$ cat src/rtl/hid_pkg.sv
// Shared constants for the HID boot-keyboard decoder.
// Contents: modifier masks, special keycodes, letter range and FSM state type.
package hid_pkg;

    localparam logic [7:0] MOD_CTRL     = 8'h11;
    localparam logic [7:0] MOD_SHIFT    = 8'h22;
    localparam logic [7:0] MOD_ALT      = 8'h44;
    localparam logic [7:0] MOD_META     = 8'h88;

    localparam logic [7:0] KEY_ROLLOVER = 8'h01;
    localparam logic [7:0] KEY_CAPS     = 8'h39;
    localparam logic [7:0] KEY_A        = 8'h04;
    localparam logic [7:0] KEY_Z        = 8'h1D;

    typedef enum logic {
        ST_IDLE = 1'b0,
        ST_SCAN = 1'b1
    } state_t;

    function automatic logic is_letter(input logic [7:0] code);
        return (code >= KEY_A) && (code <= KEY_Z);
    endfunction

endpackage

$ cat src/rtl/hid_layout_es.sv
// Spanish-layout keycode to character map (Latin-1), purely combinational.
// Priority ctrl > alt > meta > shift > none; caps flips letters only when no ctrl/alt/meta is held.
module hid_layout_es
    import hid_pkg::*;
(
    input  logic [7:0] i_code,
    input  logic [7:0] i_mod,
    input  logic       i_caps,
    input  logic       i_nullify,
    output logic [7:0] o_char
);

    logic [7:0] base_c;
    logic [7:0] shift_c;
    logic [7:0] altgr_c;
    logic [7:0] mapped;
    logic       letter;

    always_comb begin
        base_c  = 8'h00;
        shift_c = 8'h00;
        altgr_c = 8'h00;
        letter  = is_letter(i_code);
        if (letter) begin
            base_c  = 8'h61 + (i_code - KEY_A);
            shift_c = 8'h41 + (i_code - KEY_A);
        end
        case (i_code)
            8'h1E: begin base_c = 8'h31; shift_c = 8'h21; altgr_c = 8'h7C; end
            8'h1F: begin base_c = 8'h32; shift_c = 8'h22; altgr_c = 8'h40; end
            8'h20: begin base_c = 8'h33; shift_c = 8'hB7; altgr_c = 8'h23; end
            8'h21: begin base_c = 8'h34; shift_c = 8'h24; altgr_c = 8'h7E; end
            8'h22: begin base_c = 8'h35; shift_c = 8'h25; end
            8'h23: begin base_c = 8'h36; shift_c = 8'h26; altgr_c = 8'hAC; end
            8'h24: begin base_c = 8'h37; shift_c = 8'h2F; end
            8'h25: begin base_c = 8'h38; shift_c = 8'h28; end
            8'h26: begin base_c = 8'h39; shift_c = 8'h29; end
            8'h27: begin base_c = 8'h30; shift_c = 8'h3D; end
            8'h28: begin base_c = 8'h0D; shift_c = 8'h0D; end
            8'h29: begin base_c = 8'h1B; shift_c = 8'h1B; end
            8'h2A: begin base_c = 8'h08; shift_c = 8'h08; end
            8'h2B: begin base_c = 8'h09; shift_c = 8'h09; end
            8'h2C: begin base_c = 8'h20; shift_c = 8'h20; end
            8'h2D: begin base_c = 8'h27; shift_c = 8'h3F; end
            8'h2E: begin base_c = 8'hA1; shift_c = 8'hBF; end
            8'h2F: begin base_c = 8'h60; shift_c = 8'h5E; altgr_c = 8'h5B; end
            8'h30: begin base_c = 8'h2B; shift_c = 8'h2A; altgr_c = 8'h5D; end
            8'h31: begin base_c = 8'hE7; shift_c = 8'hC7; altgr_c = 8'h7D; end
            8'h33: begin base_c = 8'hF1; shift_c = 8'hD1; end
            8'h34: begin base_c = 8'hB4; shift_c = 8'hA8; altgr_c = 8'h7B; end
            8'h35: begin base_c = 8'hBA; shift_c = 8'hAA; altgr_c = 8'h5C; end
            8'h36: begin base_c = 8'h2C; shift_c = 8'h3B; end
            8'h37: begin base_c = 8'h2E; shift_c = 8'h3A; end
            8'h38: begin base_c = 8'h2D; shift_c = 8'h5F; end
            8'h64: begin base_c = 8'h3C; shift_c = 8'h3E; end
            default: ;
        endcase

        // Ctrl only yields the C0 control codes for letters (Ctrl+A = 0x01).
        if ((i_mod & MOD_CTRL) != 8'h00)
            mapped = letter ? (i_code - 8'h03) : 8'h00;
        else if ((i_mod & MOD_ALT) != 8'h00)
            mapped = altgr_c;
        else if ((i_mod & MOD_META) != 8'h00)
            mapped = 8'h00;
        else if ((i_mod & MOD_SHIFT) != 8'h00)
            mapped = (letter && i_caps) ? base_c : shift_c;
        else
            mapped = (letter && i_caps) ? shift_c : base_c;

        o_char = ((mapped == 8'h00) && !i_nullify) ? i_code : mapped;
    end

endmodule

$ cat src/rtl/hid_key_decoder.sv
// HID boot-report to character stream: slot k of a report accepted at T is pushed at edge T+1+k.
// Reports are only taken in IDLE; a full FIFO with no pop drops the character and sets o_overflow.
module hid_key_decoder
    import hid_pkg::*;
#(
    parameter int N_SLOTS    = 6,
    parameter int FIFO_DEPTH = 8,
    parameter int DELAY_CYC  = 12_000_000,
    parameter int RATE_CYC   = 1_200_000,
    parameter int NULLIFY    = 1
)(
    input  logic                   i_clk,
    input  logic                   i_rst_n,
    input  logic                   i_rpt_valid,
    output logic                   o_rpt_ready,
    input  logic [7:0]             i_mod,
    input  logic [8*N_SLOTS-1:0]   i_keys,
    output logic [7:0]             o_byte,
    output logic                   o_valid,
    input  logic                   i_ready,
    output logic                   o_caps,
    output logic                   o_overflow,
    input  logic                   i_ovf_clr
);

    localparam int SW = (N_SLOTS > 1) ? $clog2(N_SLOTS) : 1;
    localparam int PW = $clog2(FIFO_DEPTH);

    state_t               state_q, state_d;
    logic [SW-1:0]        slot_q, slot_d;
    logic [7:0]           mod_q, mod_d;
    logic [8*N_SLOTS-1:0] keys_q, keys_d;
    logic [8*N_SLOTS-1:0] prev_q, prev_d;
    logic                 caps_q, caps_d;
    logic                 new_seen_q, new_seen_d;
    logic [7:0]           cand_key_q, cand_key_d;
    logic                 cand_ok_q, cand_ok_d;
    logic                 rpt_act_q, rpt_act_d;
    logic [7:0]           rpt_key_q, rpt_key_d;
    logic                 rpt_pend_q, rpt_pend_d;
    logic [31:0]          timer_q, timer_d;
    logic [PW-1:0]        wr_q, wr_d, rd_q, rd_d;
    logic [PW:0]          cnt_q, cnt_d;
    logic                 ovf_q, ovf_d;
    logic [7:0]           fifo_mem_q [FIFO_DEPTH];

    logic [7:0] cur_code;
    logic [7:0] map_code;
    logic [7:0] map_char;
    logic       in_prev, slot_new;
    logic       rpt_rollover, rpt_held, rpt_expire;
    logic       push_req, do_push, pop, full, ovf_evt;
    logic [7:0] push_dat;

    assign cur_code   = keys_q[{slot_q, 3'b000} +: 8];
    assign map_code   = (state_q == ST_SCAN) ? cur_code : rpt_key_q;
    assign rpt_expire = rpt_act_q && (timer_q <= 32'd1);

    hid_layout_es u_layout (
        .i_code    (map_code),
        .i_mod     (mod_q),
        .i_caps    (caps_q),
        .i_nullify (NULLIFY != 0),
        .o_char    (map_char)
    );

    always_comb begin
        in_prev      = 1'b0;
        rpt_rollover = 1'b1;
        rpt_held     = 1'b0;
        for (int k = 0; k < N_SLOTS; k++) begin
            if (prev_q[8*k +: 8] == cur_code) in_prev = 1'b1;
            if (i_keys[8*k +: 8] != KEY_ROLLOVER) rpt_rollover = 1'b0;
            if (i_keys[8*k +: 8] == rpt_key_q) rpt_held = 1'b1;
        end
        slot_new = (cur_code != 8'h00) && (cur_code != KEY_ROLLOVER) && !in_prev;
    end

    always_comb begin
        state_d    = state_q;
        slot_d     = slot_q;
        mod_d      = mod_q;
        keys_d     = keys_q;
        prev_d     = prev_q;
        caps_d     = caps_q;
        new_seen_d = new_seen_q;
        cand_key_d = cand_key_q;
        cand_ok_d  = cand_ok_q;
        rpt_act_d  = rpt_act_q;
        rpt_key_d  = rpt_key_q;
        rpt_pend_d = rpt_pend_q | rpt_expire;
        timer_d    = timer_q;
        push_req   = 1'b0;
        push_dat   = 8'h00;

        if (rpt_expire)
            timer_d = 32'(RATE_CYC);
        else if (rpt_act_q)
            timer_d = timer_q - 32'd1;

        case (state_q)
            ST_IDLE: begin
                // An expiry that landed during SCAN is emitted here, using the latest modifiers.
                if (rpt_pend_q) begin
                    push_req   = (map_char != 8'h00);
                    push_dat   = map_char;
                    rpt_pend_d = rpt_expire;
                end
                if (i_rpt_valid && !rpt_rollover) begin
                    state_d    = ST_SCAN;
                    slot_d     = '0;
                    mod_d      = i_mod;
                    keys_d     = i_keys;
                    new_seen_d = 1'b0;
                    cand_key_d = 8'h00;
                    cand_ok_d  = 1'b0;
                    if (rpt_act_q && !rpt_held) begin
                        rpt_act_d  = 1'b0;
                        rpt_pend_d = 1'b0;
                    end
                end
            end
            ST_SCAN: begin
                if (slot_new) begin
                    new_seen_d = 1'b1;
                    cand_key_d = cur_code;
                    if (cur_code == KEY_CAPS) begin
                        caps_d    = !caps_q;
                        cand_ok_d = 1'b0;
                    end else begin
                        push_req  = (map_char != 8'h00);
                        push_dat  = map_char;
                        cand_ok_d = (map_char != 8'h00);
                    end
                end
                if (slot_q == SW'(N_SLOTS - 1)) begin
                    state_d = ST_IDLE;
                    prev_d  = keys_q;
                    if (new_seen_d) begin
                        rpt_key_d  = cand_key_d;
                        rpt_act_d  = cand_ok_d;
                        rpt_pend_d = 1'b0;
                        timer_d    = 32'(DELAY_CYC);
                    end
                end else begin
                    slot_d = slot_q + SW'(1);
                end
            end
            default: state_d = ST_IDLE;
        endcase
    end

    always_comb begin
        pop     = (cnt_q != '0) && i_ready;
        full    = (cnt_q == (PW+1)'(FIFO_DEPTH));
        do_push = push_req && (!full || pop);
        ovf_evt = push_req && full && !pop;
        wr_d    = do_push ? wr_q + PW'(1) : wr_q;
        rd_d    = pop ? rd_q + PW'(1) : rd_q;
        cnt_d   = cnt_q + (PW+1)'(do_push) - (PW+1)'(pop);
        ovf_d   = (ovf_q && !i_ovf_clr) || ovf_evt;
    end

    always_ff @(posedge i_clk) begin
        if (!i_rst_n) begin
            state_q    <= ST_IDLE;
            slot_q     <= '0;
            mod_q      <= 8'h00;
            keys_q     <= '0;
            prev_q     <= '0;
            caps_q     <= 1'b0;
            new_seen_q <= 1'b0;
            cand_key_q <= 8'h00;
            cand_ok_q  <= 1'b0;
            rpt_act_q  <= 1'b0;
            rpt_key_q  <= 8'h00;
            rpt_pend_q <= 1'b0;
            timer_q    <= 32'd0;
            wr_q       <= '0;
            rd_q       <= '0;
            cnt_q      <= '0;
            ovf_q      <= 1'b0;
        end else begin
            state_q    <= state_d;
            slot_q     <= slot_d;
            mod_q      <= mod_d;
            keys_q     <= keys_d;
            prev_q     <= prev_d;
            caps_q     <= caps_d;
            new_seen_q <= new_seen_d;
            cand_key_q <= cand_key_d;
            cand_ok_q  <= cand_ok_d;
            rpt_act_q  <= rpt_act_d;
            rpt_key_q  <= rpt_key_d;
            rpt_pend_q <= rpt_pend_d;
            timer_q    <= timer_d;
            wr_q       <= wr_d;
            rd_q       <= rd_d;
            cnt_q      <= cnt_d;
            ovf_q      <= ovf_d;
        end
    end

    always_ff @(posedge i_clk) begin
        if (i_rst_n && do_push) fifo_mem_q[wr_q] <= push_dat;
    end

    assign o_rpt_ready = (state_q == ST_IDLE);
    assign o_valid     = (cnt_q != '0);
    assign o_byte      = (cnt_q != '0) ? fifo_mem_q[rd_q] : 8'h00;
    assign o_caps      = caps_q;
    assign o_overflow  = ovf_q;

endmodule

$ cat config.mk
export PLATFORM = sky130hd
export DESIGN_NAME = hid_key_decoder
export DESIGN_NICKNAME = d
export VERILOG_FILES = /design/src/rtl/hid_pkg.sv /design/src/rtl/hid_layout_es.sv /design/src/rtl/hid_key_decoder.sv
export SDC_FILE = /design/constraint.sdc
export NUM_CORES = 1
export LEC_CHECK = 0
export ABC_CLOCK_PERIOD_IN_PS = 18600
export CAP_MARGIN = 25
export CORE_ASPECT_RATIO = 1.4
export CORE_MARGIN = 2
export CORE_UTILIZATION = 45
export DETAILED_ROUTE_END_ITERATION = 8
export GPL_ROUTABILITY_DRIVEN = 0
export GPL_TIMING_DRIVEN = 1
export PLACE_DENSITY = 0.65
export RECOVER_POWER = 50
export SLEW_MARGIN = 30
export SYNTH_ARGS = -nofsm -noshare
export SYNTH_HDL_FRONTEND = slang
export SYNTH_HIERARCHICAL = 1
export SYNTH_SLANG_ARGS = --single-unit
$ cat constraint.sdc
create_clock -name i_clk -period 18.6 [get_ports i_clk]
set_clock_uncertainty 0.1 [all_clocks]
set_input_delay 1.86 -clock i_clk [delete_from_list [all_inputs] [get_ports i_clk]]
set_output_delay 1.86 -clock i_clk [all_outputs]
set_load 0.05 [all_outputs]
Word-level counts from Yosys, hierarchy flattened
Memory sizes are Yosys's and may differ from the RTL's. A register that Yosys moved wholly into a read port is not among the register bits.
Index checks and enable logic that the tools add are counted.
Widths: inputs -> output; s select.
{"block": "op_classes", "bitwise": 2, "magnitude_cmp": 3, "n_shift": 1, "n_eq_ne": 54, "muxes": 75, "reduce_logical": 35, "addsub": 10}
{"op": "$pmux 8 s27", "n": 2}
{"op": "$eq 8x6->1 const B", "n": 25}
{"op": "$mux 32", "n": 5}
{"op": "$mux 8", "n": 16}
{"op": "$eq 8x8->1", "n": 12}
{"op": "$pmux 8 s10", "n": 1}
{"op": "$ne 8x1->1 const B", "n": 7}
{"op": "$reduce_bool 8->1", "n": 6}
{"op": "$shiftx 48x7->8", "n": 1}
{"op": "$mux 1", "n": 38}
{"op": "$le 32x1->1 const B", "n": 1}
{"op": "$pmux 8 s2", "n": 2}
{"op": "$sub 32x1->32 const B", "n": 1}
{"op": "$add 7x8->8 const A", "n": 2}
{"op": "$eq 8x5->1 const B", "n": 2}
{"op": "$logic_and 1x1->1", "n": 13}
{"op": "$mux 3", "n": 4}
{"op": "$pmux 1 s2", "n": 6}
{"op": "$add 3x1->3 const B", "n": 3}
{"op": "$eq 8x7->1 const B", "n": 1}
{"op": "$ge 8x3->1 const B", "n": 1}
{"op": "$le 8x5->1 const B", "n": 1}
{"op": "$ne 2x1->1 const B", "n": 4}
{"op": "$sub 8x2->8 const B", "n": 1}
{"op": "other kinds (15)", "n": 25}
{"block": "totals", "ram_bits": 64, "mem_count": 1, "in_bits": 61, "elab_cells": 198, "register_bits": 172, "out_inout_bits": 12}
{"name": "fifo_mem_q", "words": 8, "width": 8, "read_ports": 1, "rd_clocked_by_memory_dff": 1, "write_ports": 1, "line_no": "hid_key_decoder.sv:45", "text": "logic [7:0] fifo_mem_q [FIFO_DEPTH];"}

Longest topological paths before layout
{"block": "depth", "depth_word": 19, "depth_mapped": 29, "ltp_nobuf": 24}

By module
The synthesis kept the hierarchy.
{"mod": "hid_key_decoder", "area_each_um2": 11458.5, "cells_per_inst": 1189, "instances": 1, "seq_area_each_um2": 5425.2}
{"mod": "hid_layout_es", "area_each_um2": 1795.5, "cells_per_inst": 265, "instances": 1, "seq_area_each_um2": 0.0}

Least setup slack after synthesis
Ideal clock, no wire load.
{"block": "synth_path", "path_type": "flip-flop to flip-flop", "startpoint": "register slot_q[0]", "endpoint": "memory fifo_mem_q[1][0] (enable)", "stages_incl_launch_ff": 21, "arrival_ps": 5321, "required_ps": 18105, "setup_slack_ps": 12784, "n_path_buf": 4, "path_cell_list": "dfxtp_1 > buf_6 > buf_6 > mux2_1 > a222oi_1 > buf_2 > a21oi_1 > inv_1 > ha_1 > and4bb_4 > a2111oi_0 > o21ai_0 > a2111o_1 > o221a_2 > nand2_1 > o21bai_1 > or4_1 > nor2_1 > a211o_1 > buf_4 > nor4_1"}
{"block": "synth_between", "elab_chain_cells": 19}
{"item": "start: declaration", "line_no": "hid_key_decoder.sv:30", "text": "logic [SW-1:0] slot_q, slot_d;"}
{"item": "start signal: assignment", "line_no": "hid_key_decoder.sv:185", "text": "slot_q <= slot_d;"}
{"item": "$shiftx 48x7->8 *", "line_no": "hid_key_decoder.sv:55", "text": "assign cur_code = keys_q[{slot_q, 3'b000} +: 8];"}
{"item": "$mux 8 *", "line_no": "hid_key_decoder.sv:56", "text": "assign map_code = (state_q == ST_SCAN) ? cur_code : rpt_key_q;"}
{"item": "named net map_code[1]", "line_no": "hid_key_decoder.sv:48", "text": "logic [7:0] map_code;"}
{"item": "$sub 8x3->8 (tied with other cells)", "line_no": "hid_layout_es.sv:25, hid_layout_es.sv:26"}
{"item": "$add 7x8->8 (tied with other cells)", "line_no": "hid_layout_es.sv:25", "text": "base_c = 8'h61 + (i_code - KEY_A);"}
{"item": "$mux 8", "line_no": "hid_layout_es.sv:24", "text": "if (letter) begin"}
{"item": "$pmux 8 s27", "line_no": "hid_layout_es.sv:28", "text": "case (i_code)"}
{"item": "$mux 8 (on tied branches)", "line_no": "hid_layout_es.sv:69, hid_layout_es.sv:67"}
{"item": "(+4 left out)"}
{"item": "named net map_char[5]", "line_no": "hid_key_decoder.sv:49", "text": "logic [7:0] map_char;"}
{"item": "$reduce_bool 8->1 *", "line_no": "hid_key_decoder.sv:105, hid_key_decoder.sv:131"}
{"item": "$mux 1", "line_no": "hid_key_decoder.sv:127", "text": "if (cur_code == KEY_CAPS) begin"}
{"item": "$mux 1", "line_no": "hid_key_decoder.sv:124", "text": "if (slot_new) begin"}
{"item": "$pmux 1 s2 *", "line_no": "hid_key_decoder.sv:101", "text": "case (state_q)"}
{"item": "$logic_and 1x1->1 *", "line_no": "hid_key_decoder.sv:156", "text": "do_push = push_req && (!full || pop);"}
{"item": "$logic_and 1x1->1 *", "line_no": "hid_key_decoder.sv:205", "text": "if (i_rst_n && do_push) fifo_mem_q[wr_q] <= push_dat;"}
{"item": "$mux 1 *", "line_no": "hid_key_decoder.sv:205"}
{"item": "$mux 1 (implied by the code) *", "line_no": "hid_key_decoder.sv:205"}
{"item": "end: declaration", "line_no": "hid_key_decoder.sv:45"}
Mark *: on every way through the listed nets, which the timed path passes. The rest lies on a longest branch.

Worst setup path in the final report
{"block": "layout_path", "startpoint": "input port i_rst_n", "endpoint": "register prev_q[32]"}
{"item": "start: declaration", "line_no": "hid_key_decoder.sv:13", "text": "input logic i_rst_n,"}
{"item": "end signal: assignment", "line_no": "hid_key_decoder.sv:188", "text": "prev_q <= prev_d;"}
{"item": "end: declaration", "line_no": "hid_key_decoder.sv:33", "text": "logic [8*N_SLOTS-1:0] prev_q, prev_d;"}
No word-level cell between the ends.

==> flow_metrics.py <==
metrics = {
    "outcome": {
        "status": "finished with violations",
        "violations": "max-capacitance violations, max-slew violations",
    },
    "critical_path": {
        "cp.required_ps": 18900,
        "cp-start-kind": "input pin",
        "arrival_ps": 8210,
        "endpoint_kind": "flip-flop",
        "critPathMaxFanout": 91,
        "path_class": "input pin to flip-flop",
    },
    "synth": {
        "synth_nets": 1537,
        "synth_edf_count": 64,
        "yosys_most_used_dff": "dfxtp_1",
        "synth_top_area_share_pct": 26.4,
        "yosys.area.top_type": "dfxtp_1",
        "netlist_area_um2": 13300,
        "async_flop_share_pct": 0,
        "ys_warn_count": 6,
        "syn_inst": 1454,
        "synth_area_leaders": "dfxtp_1, edfxtp_1, nand2_1",
        "synth-seq-area-share_pct": 40.9,
        "synth-seq-cells": 239,
        "yosysUniqueCellTypes": 100,
        "syn_avg_cell_area_um2": 9.12,
    },
    "sta": {
        "hold_ws_ps": 360,
        "fin_crit_ps": 7910,
        "worst_slew_pin_slew_ps": 4000,
        "finalHoldViolations": 0,
        "finalSetupViolations": 0,
        "slew_violations": 195,
        "fin_tns_setup_ps": 0,
        "slew-limit-headroom_pct": -167,
        "fmax_mhz": 126,
        "rsz0062_at_grt": "false",
        "finalCritPeriodShare_pct": 42.5,
    },
    "global_route": {
        "grt_use_total_pct": 23.4,
        "grt_pass1_wl_um": 57500,
        "grt_max_degree": 92,
        "antenna_found_initial": 0,
        "grt_pass1_vias": 10600,
        "overflow": 0,
    },
    "detailed_routing": {
        "viasPerCell": 5.82,
        "drt_iter0_drc": 788,
        "routed.top_layer": "met4",
        "drt_first_pass_iters": 7,
        "ant_nets": 0,
        "totalWireLength_um": 36700,
        "wire_per_inst_um": 19.6,
        "route.met3.wl_um": 1730,
        "wl_met1_um": 14200,
        "route.met2.wl_um": 18700,
        "num_vias": 10900,
        "drc_errors": 0,
    },
    "clock_tree": {
        "path_clk_slew_ps": 60,
        "cts_made_buffers": 24,
        "clockBufferDepth": 3,
        "htreeDepth": 1,
        "cts.sinks": 239,
        "cts_root_buffer": "clkbuf_16",
        "clk_latency_ps": 540,
        "cts_tree": "done",
        "cts_resized": 0,
        "ctsHoldBuffers": 0,
        "post_cts_buffers": 0,
    },
    "floorplan": {
        "die_h_um": 207,
        "initial_utilization_pct": 45.6,
        "coreArea_um2": 29100,
        "rows": 74,
        "io_pins": 73,
        "die_w_um": 149,
        "die_area_um2": 30900,
    },
    "final_layout": {
        "final_common_cell": "nand2_1",
        "syn_to_final_growth_pct": 12.7,
        "layout-drive-gt1-share_pct": 9.48,
        "n_antenna_cell": 0,
        "final_net_count": 1564,
        "mostFrequentLayoutCells": "nand2_1, dfxtp_1, a21oi_1",
    },
    "run": {
        "cap_violations": 4,
    },
    "placement": {
        "portBuffers": 72,
        "place_hpwl_um": 26500,
    },
    "worst_hold_path": {
        "hp-class": "flip-flop to flip-flop",
    },
    "pwr": {
        "p_leak_uw": 0.00516,
        "peakVddDrop_mv": 0.0573,
        "powerDensity_nw_per_um2": 91.4,
    },
}
==> sequential cells by signal, indices dropped and copies added, names as in the netlist, 3 cells and up, named ones only <==
name,flops
cnt_q,4
fifo_mem_q,64
prev_q,48
slot_q,3
rpt_key_q,8
keys_q,48
cand_key_q,8
timer_q,32
wr_q,3
mod_q,8
rd_q,3
==> synth_stat cells (4+ instances only) <==
| master | n |
|---|---|
| a21boi_0 | 12 |
| nand4_1 | 24 |
| buf_1 | 6 |
| a211oi_1 | 6 |
| a31oi_1 | 10 |
| xnor2_1 | 80 |
| a21o_1 | 8 |
| nor4_2 | 19 |
| nor4b_1 | 9 |
| a21oi_1 | 142 |
| buf_4 | 5 |
| o21a_1 | 6 |
| buf_6 | 7 |
| nand2_1 | 281 |
| xor2_1 | 56 |
| ha_1 | 21 |
| or2_2 | 4 |
| o21ai_0 | 15 |
| nor3_1 | 25 |
| o211ai_1 | 4 |
| or3_1 | 12 |
| a222oi_1 | 4 |
| inv_1 | 18 |
| o22ai_1 | 8 |
| mux2_2 | 10 |
| mux4_2 | 19 |
| clkbuf_1 | 72 |
| and3_1 | 10 |
| or4_1 | 9 |
| nand2b_1 | 9 |
| mux2i_1 | 38 |
| buf_2 | 9 |
| nor2b_1 | 13 |
| and2_1 | 11 |
| nand3b_1 | 4 |
| dfxtp_1 | 175 |
| mux2_1 | 4 |
| a211o_1 | 4 |
| edfxtp_1 | 64 |
| nand3_1 | 20 |
| nor2_1 | 76 |
| nor4_1 | 33 |
| o221a_2 | 8 |
==> through the flow <==
step	util (%)	setup slack [ps]	cells	cell area (µm²)	total power [µW]
6_report	51.4	10690	1878	14900	1370
5_1_grt	51.4	10070	1878	14900	1420
4_1_cts	51.8	11390	1878	15000	1380
3_5_place_dp	49.2	11420	1835	14300	912
3_3_place_gp	48.9	11550	1833	14200	907
2_1_floorplan	-	12780	1454	13300	810
==> area by class of cell <==
type | instances | area [µm²]
repair buffers | 100 | 960
clock inverters | 12 | 98.8
multi-input cells | 1096 | 7250
well taps | 380 | 475
flip-flops and latches | 239 | 5430
fillers | 2769 | 14100
clock buffers | 31 | 657
inverters | 20 | 76.3
==> power breakdown <==
group / internal (µW) / switching (µW)
logic: 135 / 189
registers: 547 / 27.3
clock network: 263 / 203
==> per-layer routing <==
layer	GRT usage [%]	up-vias
li1	-	5250
met1	27.5	5147
met2	41.6	397
met3	2.71	133
met4	12.2	0
met5	0	-
==> cells by family after synthesis <==
logic type | synth area share, %
AO/OA/AOI/OAI | 13.7
multiplexers | 7.29
adder cells (fa/ha/maj) | 2.28
buffers and inverters | 3.99
flip-flops | 40.9
AND/OR/NAND/NOR | 22.8
other | 0.0283
XOR/XNOR | 8.99
==> critical path, stage by stage <==
cell,delay [ps]
dlygate4sd3_1,520
clkbuf_1,1030
clkinvlp_2,2270
clkbuf_1,1820
a21oi_1,600
==> path summary, 6_finish.rpt <==
| kind | startpoint | end | slack [ps] | depth (start not counted) |
|---|---|---|---|---|
| setup / recovery | i_rst_n | prev_q[32]$_SDFFE_PN0P_ | 10690 | 5 |
| setup reg to reg | slot_q[0]$_SDFFE_PN0P_ | cnt_q[3]$_SDFF_PN0_ | 11020 | 22 |
| hold reg to reg | mod_q[5]$_SDFFE_PN0P_ | mod_q[5]$_SDFFE_PN0P_ | 360 | 2 |
| hold / removal | mod_q[5]$_SDFFE_PN0P_ | mod_q[5]$_SDFFE_PN0P_ | 360 | 2 |
Power figures use the tool's default switching activity.
